--- src/rtl/ps2_letter_decoder.sv ---
// PS/2 set-2 receiver decoding letter keys into codes A=1..Z=26.
// Define PS2_TYPEMATIC_EN to strobe again on auto-repeat of the held key.
module ps2_letter_decoder #(
  parameter int TIMEOUT_CYCLES = 20000
) (
  input  logic       clk_in,
  input  logic       rst_in,
  input  logic       ps2_clk_in,
  input  logic       ps2_data_in,
  output logic       key_valid_out,
  output logic [4:0] key_letter_out,
  output logic [4:0] key_held_out,
  output logic       frame_err_out
);

  localparam int TMO_W = $clog2(TIMEOUT_CYCLES + 1);

`ifdef PS2_TYPEMATIC_EN
  localparam bit REPEAT_EN = 1'b1;
`else
  localparam bit REPEAT_EN = 1'b0;
`endif

  typedef enum logic [1:0] {
    IDLE,
    SHIFT,
    CHECK
  } rx_state_t;

  rx_state_t  state;
  logic       clk_s1, clk_s2, clk_prev;
  logic       dat_s1, dat_s2;
  logic [10:0] frame;
  logic [3:0] bit_cnt;
  logic [TMO_W-1:0] tmo_cnt;
  logic       brk, ext;

  logic       fall;
  logic       frame_ok;
  logic [7:0] rx_byte;
  logic [4:0] rx_letter;

  function automatic logic [4:0] letter_of(input logic [7:0] code);
    logic [4:0] l;
    case (code)
      8'h1C: l = 5'd1;   8'h32: l = 5'd2;
      8'h21: l = 5'd3;   8'h23: l = 5'd4;
      8'h24: l = 5'd5;   8'h2B: l = 5'd6;
      8'h34: l = 5'd7;   8'h33: l = 5'd8;
      8'h43: l = 5'd9;   8'h3B: l = 5'd10;
      8'h42: l = 5'd11;  8'h4B: l = 5'd12;
      8'h3A: l = 5'd13;  8'h31: l = 5'd14;
      8'h44: l = 5'd15;  8'h4D: l = 5'd16;
      8'h15: l = 5'd17;  8'h2D: l = 5'd18;
      8'h1B: l = 5'd19;  8'h2C: l = 5'd20;
      8'h3C: l = 5'd21;  8'h2A: l = 5'd22;
      8'h1D: l = 5'd23;  8'h22: l = 5'd24;
      8'h35: l = 5'd25;  8'h1A: l = 5'd26;
      default: l = 5'd0;
    endcase
    return l;
  endfunction

  always_ff @(posedge clk_in or posedge rst_in) begin
    if (rst_in) begin
      clk_s1   <= 1'b1;
      clk_s2   <= 1'b1;
      clk_prev <= 1'b1;
      dat_s1   <= 1'b1;
      dat_s2   <= 1'b1;
    end else begin
      clk_s1   <= ps2_clk_in;
      clk_s2   <= clk_s1;
      clk_prev <= clk_s2;
      dat_s1   <= ps2_data_in;
      dat_s2   <= dat_s1;
    end
  end

  // Frame is shifted in from the top: bit 0 start, 8:1 data, 9 parity, 10 stop
  assign fall      = !clk_s2 && clk_prev;
  assign rx_byte   = frame[8:1];
  assign frame_ok  = !frame[0] && frame[10] && (^frame[9:1]);
  assign rx_letter = letter_of(rx_byte);

  always_ff @(posedge clk_in or posedge rst_in) begin
    if (rst_in) begin
      state          <= IDLE;
      frame          <= '0;
      bit_cnt        <= '0;
      tmo_cnt        <= '0;
      brk            <= 1'b0;
      ext            <= 1'b0;
      key_valid_out  <= 1'b0;
      key_letter_out <= '0;
      key_held_out   <= '0;
      frame_err_out  <= 1'b0;
    end else begin
      key_valid_out <= 1'b0;
      frame_err_out <= 1'b0;
      unique case (state)
        IDLE: begin
          tmo_cnt <= '0;
          if (fall) begin
            frame   <= {dat_s2, frame[10:1]};
            bit_cnt <= 4'd1;
            state   <= SHIFT;
          end
        end
        SHIFT: begin
          if (fall) begin
            frame   <= {dat_s2, frame[10:1]};
            bit_cnt <= bit_cnt + 4'd1;
            tmo_cnt <= '0;
            if (bit_cnt == 4'd10) state <= CHECK;
          end else if (tmo_cnt == TMO_W'(TIMEOUT_CYCLES - 1)) begin
            state         <= IDLE;
            tmo_cnt       <= '0;
            frame_err_out <= 1'b1;
            brk           <= 1'b0;
            ext           <= 1'b0;
          end else begin
            tmo_cnt <= tmo_cnt + 1'b1;
          end
        end
        CHECK: begin
          state   <= IDLE;
          tmo_cnt <= '0;
          if (!frame_ok) begin
            frame_err_out <= 1'b1;
            brk           <= 1'b0;
            ext           <= 1'b0;
          end else if (rx_byte == 8'hF0) begin
            brk <= 1'b1;
          end else if (rx_byte == 8'hE0) begin
            ext <= 1'b1;
          end else begin
            brk <= 1'b0;
            ext <= 1'b0;
            if (!ext && rx_letter != 5'd0) begin
              if (!brk) begin
                if (rx_letter != key_held_out || REPEAT_EN) begin
                  key_valid_out  <= 1'b1;
                  key_letter_out <= rx_letter;
                end
                key_held_out <= rx_letter;
              end else if (rx_letter == key_held_out) begin
                key_held_out <= 5'd0;
              end
            end
          end
        end
        default: state <= IDLE;
      endcase
    end
  end

endmodule

--- config.mk ---
export PLATFORM = sky130hd
export DESIGN_NAME = ps2_letter_decoder
export DESIGN_NICKNAME = d
export VERILOG_FILES = /design/src/rtl/ps2_letter_decoder.sv
export SDC_FILE = /design/constraint.sdc
export NUM_CORES = 1
export LEC_CHECK = 0
export BUFFER_PORTS_ARGS = -buffer_cell sky130_fd_sc_hd__buf_2
export CAP_MARGIN = 0
export CORE_UTILIZATION = 58
export CTS_CLUSTER_SIZE = 25
export DETAILED_ROUTE_END_ITERATION = 8
export PLACE_DENSITY = 0.74
export SYNTH_ARGS = -nofsm -noshare
export SYNTH_HDL_FRONTEND = slang
export SYNTH_SLANG_ARGS = --single-unit
--- constraint.sdc ---
create_clock -name clk_in -period 3.7 [get_ports clk_in]
set_clock_uncertainty 0.15 [all_clocks]
set_input_delay 0.555 -clock clk_in [delete_from_list [all_inputs] [get_ports clk_in]]
set_output_delay 0.555 -clock clk_in [all_outputs]
set_load 0.02 [all_outputs]
==> results.sh <==
export IMPL_htreeDepth=2
export IMPL_cts_resized=0
export IMPL_rsz0062_at_grt="no"
export IMPL_relSlewSlack_pct=33.22
export IMPL_fmax_mhz=297.0
export IMPL_placedInstanceArea_um2=3284
export IMPL_grt_antenna_before_repair=0
export IMPL_final_cell_mix="dfrtp_1 (46), nand2_1 (43), nor2_1 (26)"
export IMPL_postCtsHoldBufs=0
export IMPL_worst_skew_pair_late_latency_ns=0.30
export IMPL_synth_seq_cells=51
export IMPL_crit_fanout=24
export IMPL_layout_commonest_cell="dfrtp_1"
export IMPL_grt_max_degree=52
export IMPL_endpoint_kind="register"
export IMPL_ioPinCount=16
export IMPL_finalPower_mw=1.969
export IMPL_hold_path_class="in2reg"
export IMPL_power_leakage_nw=1.495
export IMPL_async_flop_share_pct=100.0
export IMPL_drt_pass1_iterations=4
export IMPL_grt_usage_pct=23.71
export IMPL_worstPathCellList="ha_1 > xnor3_1 > xnor2_1 > nand4b_1 > nor3_1 > o311ai_2 > o21ba_1 > mux2_4"
export IMPL_cap_viol_max_count=0
export IMPL_grt_pass1_wl_mm=10.29
export IMPL_wl_met2_mm=3.099
export IMPL_max_stage_delay_ns=0.75
export IMPL_place_congestion=0.8373
export IMPL_clk_pin_slew_worst_paths_ns=0.09
export IMPL_syn_nets=355
export IMPL_drt_antenna_violating_nets=0
export IMPL_tightest_slew_ns=1.000
export IMPL_wl_met1_mm=2.822
export IMPL_setup_viol=0
export IMPL_syn_mean_instance_area_um2=9.418
export IMPL_synthesis_area_um2=3164
export IMPL_diodes=0
export IMPL_cts_buffers=5
export IMPL_cp_data_required_time_ns=3.75
export IMPL_routedWlPerCell_um=14.79
export IMPL_synthFlopType="dfrtp_1"
export IMPL_clk_path_buf_depth=2
export IMPL_die_h_um=75.86
export IMPL_fp_dieW_um=75.86
export IMPL_area_growth_syn_to_layout_pct=6.485
export IMPL_post_cts_buffers=0
export IMPL_vdd_ir_drop_max_v=0.0004002
export IMPL_via_per_inst=5.888
export IMPL_tritoncts="yes"
export IMPL_synth_cells=336
export IMPL_fin_nets=367
export IMPL_slew_viol_final=0
export IMPL_synth_edf_count=0
export IMPL_dieArea_um2=5755
export IMPL_cts_root_buffer="clkbuf_8"
export IMPL_p_per_area_nw_per_um2=584.4
export IMPL_start_util_pct=61.18
export IMPL_hold_viol=0
export IMPL_drc=0
export IMPL_io_buffer_count=15
export IMPL_clock_sinks=51
export IMPL_arrival_ns=3.42
export IMPL_critPathSlowestCell="dfrtp_1"
export IMPL_synth_seq_area_share_pct=40.53
export IMPL_grt_overflow=0
export IMPL_period_share_pct=91.01
export IMPL_synth_distinct_cells=63
export IMPL_ys_warn_count=0
export IMPL_vias=2467
export IMPL_period_minus_slack_ns=3.367
export IMPL_drive_gt1_share_pct=13.75
export IMPL_coreArea_um2=5172
export IMPL_grt_pass1_vias=2266
export IMPL_wl_met3_um=191
export IMPL_finalSetupTns_ns=0
export IMPL_fin_area_um2=3369
export IMPL_post_route_util_pct=65.14
export IMPL_routed_top_layer="met4"
export IMPL_rows=26
export IMPL_cp_start_kind="register"
export IMPL_critical_path_class="reg2reg"
export IMPL_dpl_hpwl_mm=4.414
export IMPL_drtIter0Drc=157
export IMPL_wirelength_mm=6.197
export IMPL_status="finished, final reports clean"
-- per-layer routing --
metal	GRT usage [%]	vias up
li1	-	1226
met5	0	-
met2	40.90	48
met4	7.407	0
met1	30.34	1185
met3	4.101	8
-- registers in the layout, indices dropped and copies added (netlist names), 2 cells and up --
register / cells
bit_cnt: 4
frame: 11
key_held_out: 5
key_letter_out: 5
state: 2
tmo_cnt: 15
-- stage by stage --
stage          hold slack [ns]  setup WS (ns)  cells
2_1_floorplan           0.1952         0.4617    336
3_3_place_gp            0.1987         0.3999    411
3_5_place_dp            0.1973         0.3311    411
4_1_cts                 0.1781         0.3190    419
5_1_grt                 0.1753        0.02416    419
6_report                0.1892         0.3325    419
-- logic make-up after synthesis --
kind of cell | count (synthesis) | share of synthesized area, %
DFF | 51 | 40.53
muxes | 19 | 6.682
and+or+nand+nor | 135 | 21.91
xor gates and xnor gates | 14 | 4.310
adders and majority gates | 15 | 5.931
AOI/OAI and AO/OA | 72 | 16.21
buffers and inverters | 30 | 4.428
-- worst paths after layout --
check / start / end / slack [ns] / cells after the start
max in group asynchronous: rst_in / frame[1]$_DFFE_PP0P_ / 2.45 / 2
setup reg to reg: frame[6]$_DFFE_PP0P_ / key_letter_out[0]$_DFFE_PP0P_ / 0.33 / 8
hold reg to reg: clk_s1$_DFF_PP1_ / clk_s2$_DFF_PP1_ / 0.21 / 0
min in group asynchronous: rst_in / state[1]$_DFFE_PP0P_ / 0.33 / 2
setup / recovery: frame[6]$_DFFE_PP0P_ / key_letter_out[0]$_DFFE_PP0P_ / 0.33 / 8
hold / removal: ps2_clk_in / clk_s1$_DFF_PP1_ / 0.19 / 1
-- area by class of cell --
cell class / instances / area, µm²
inverter: 14 / 52.55
fill: 425 / 1803
timing repair buffer: 21 / 120.1
clock buffer: 6 / 72.57
tap: 70 / 87.58
clock inverter: 2 / 12.51
multi-input combinational: 255 / 1742
sequential: 51 / 1282
-- synth_stat cells (3+ instances only) --
master	number	area (µm²)
nand3_1	11	55.05
o211ai_1	12	90.09
mux2i_1	11	110.1
or3_1	4	25.02
inv_1	13	48.80
dfrtp_1	46	1151
nor2_1	26	97.59
mux2_4	3	45.04
buf_2	4	20.02
dfstp_2	5	131.4
or2_2	3	18.77
clkbuf_1	9	33.78
a21o_1	3	22.52
xnor2_1	4	35.03
xor2_1	9	78.83
o21ai_0	21	105.1
nand4_1	3	18.77
nor2b_1	5	31.28
buf_6	3	33.78
a21oi_1	6	30.03
ha_1	15	187.7
a31oi_1	3	18.77
mux2_1	4	45.04
nand2_1	43	161.4
nand3b_1	6	45.04
nand2b_1	5	31.28
nor3_1	9	45.04
-- critical path: cells and delay by family (launching register included) --
| kind | cells | cell delay (ns) |
|---|---|---|
| flops | 1 | 0.75 |
| compound gates | 2 | 0.68 |
| simple gates | 2 | 0.62 |
| xor+xnor | 2 | 0.38 |
| fa+ha+maj | 1 | 0.36 |
| mux | 1 | 0.33 |
-- where the power goes --
| part | switching, mW | total, mW | internal, mW |
|---|---|---|---|
| clock | 0.178 | 0.311 | 0.132 |
| combinational | 0.514 | 0.902 | 0.388 |
| sequential | 0.111 | 0.756 | 0.646 |
| total | 0.803 | 1.97 | 1.17 |
Note: power is estimated with default switching activity, not from simulation.
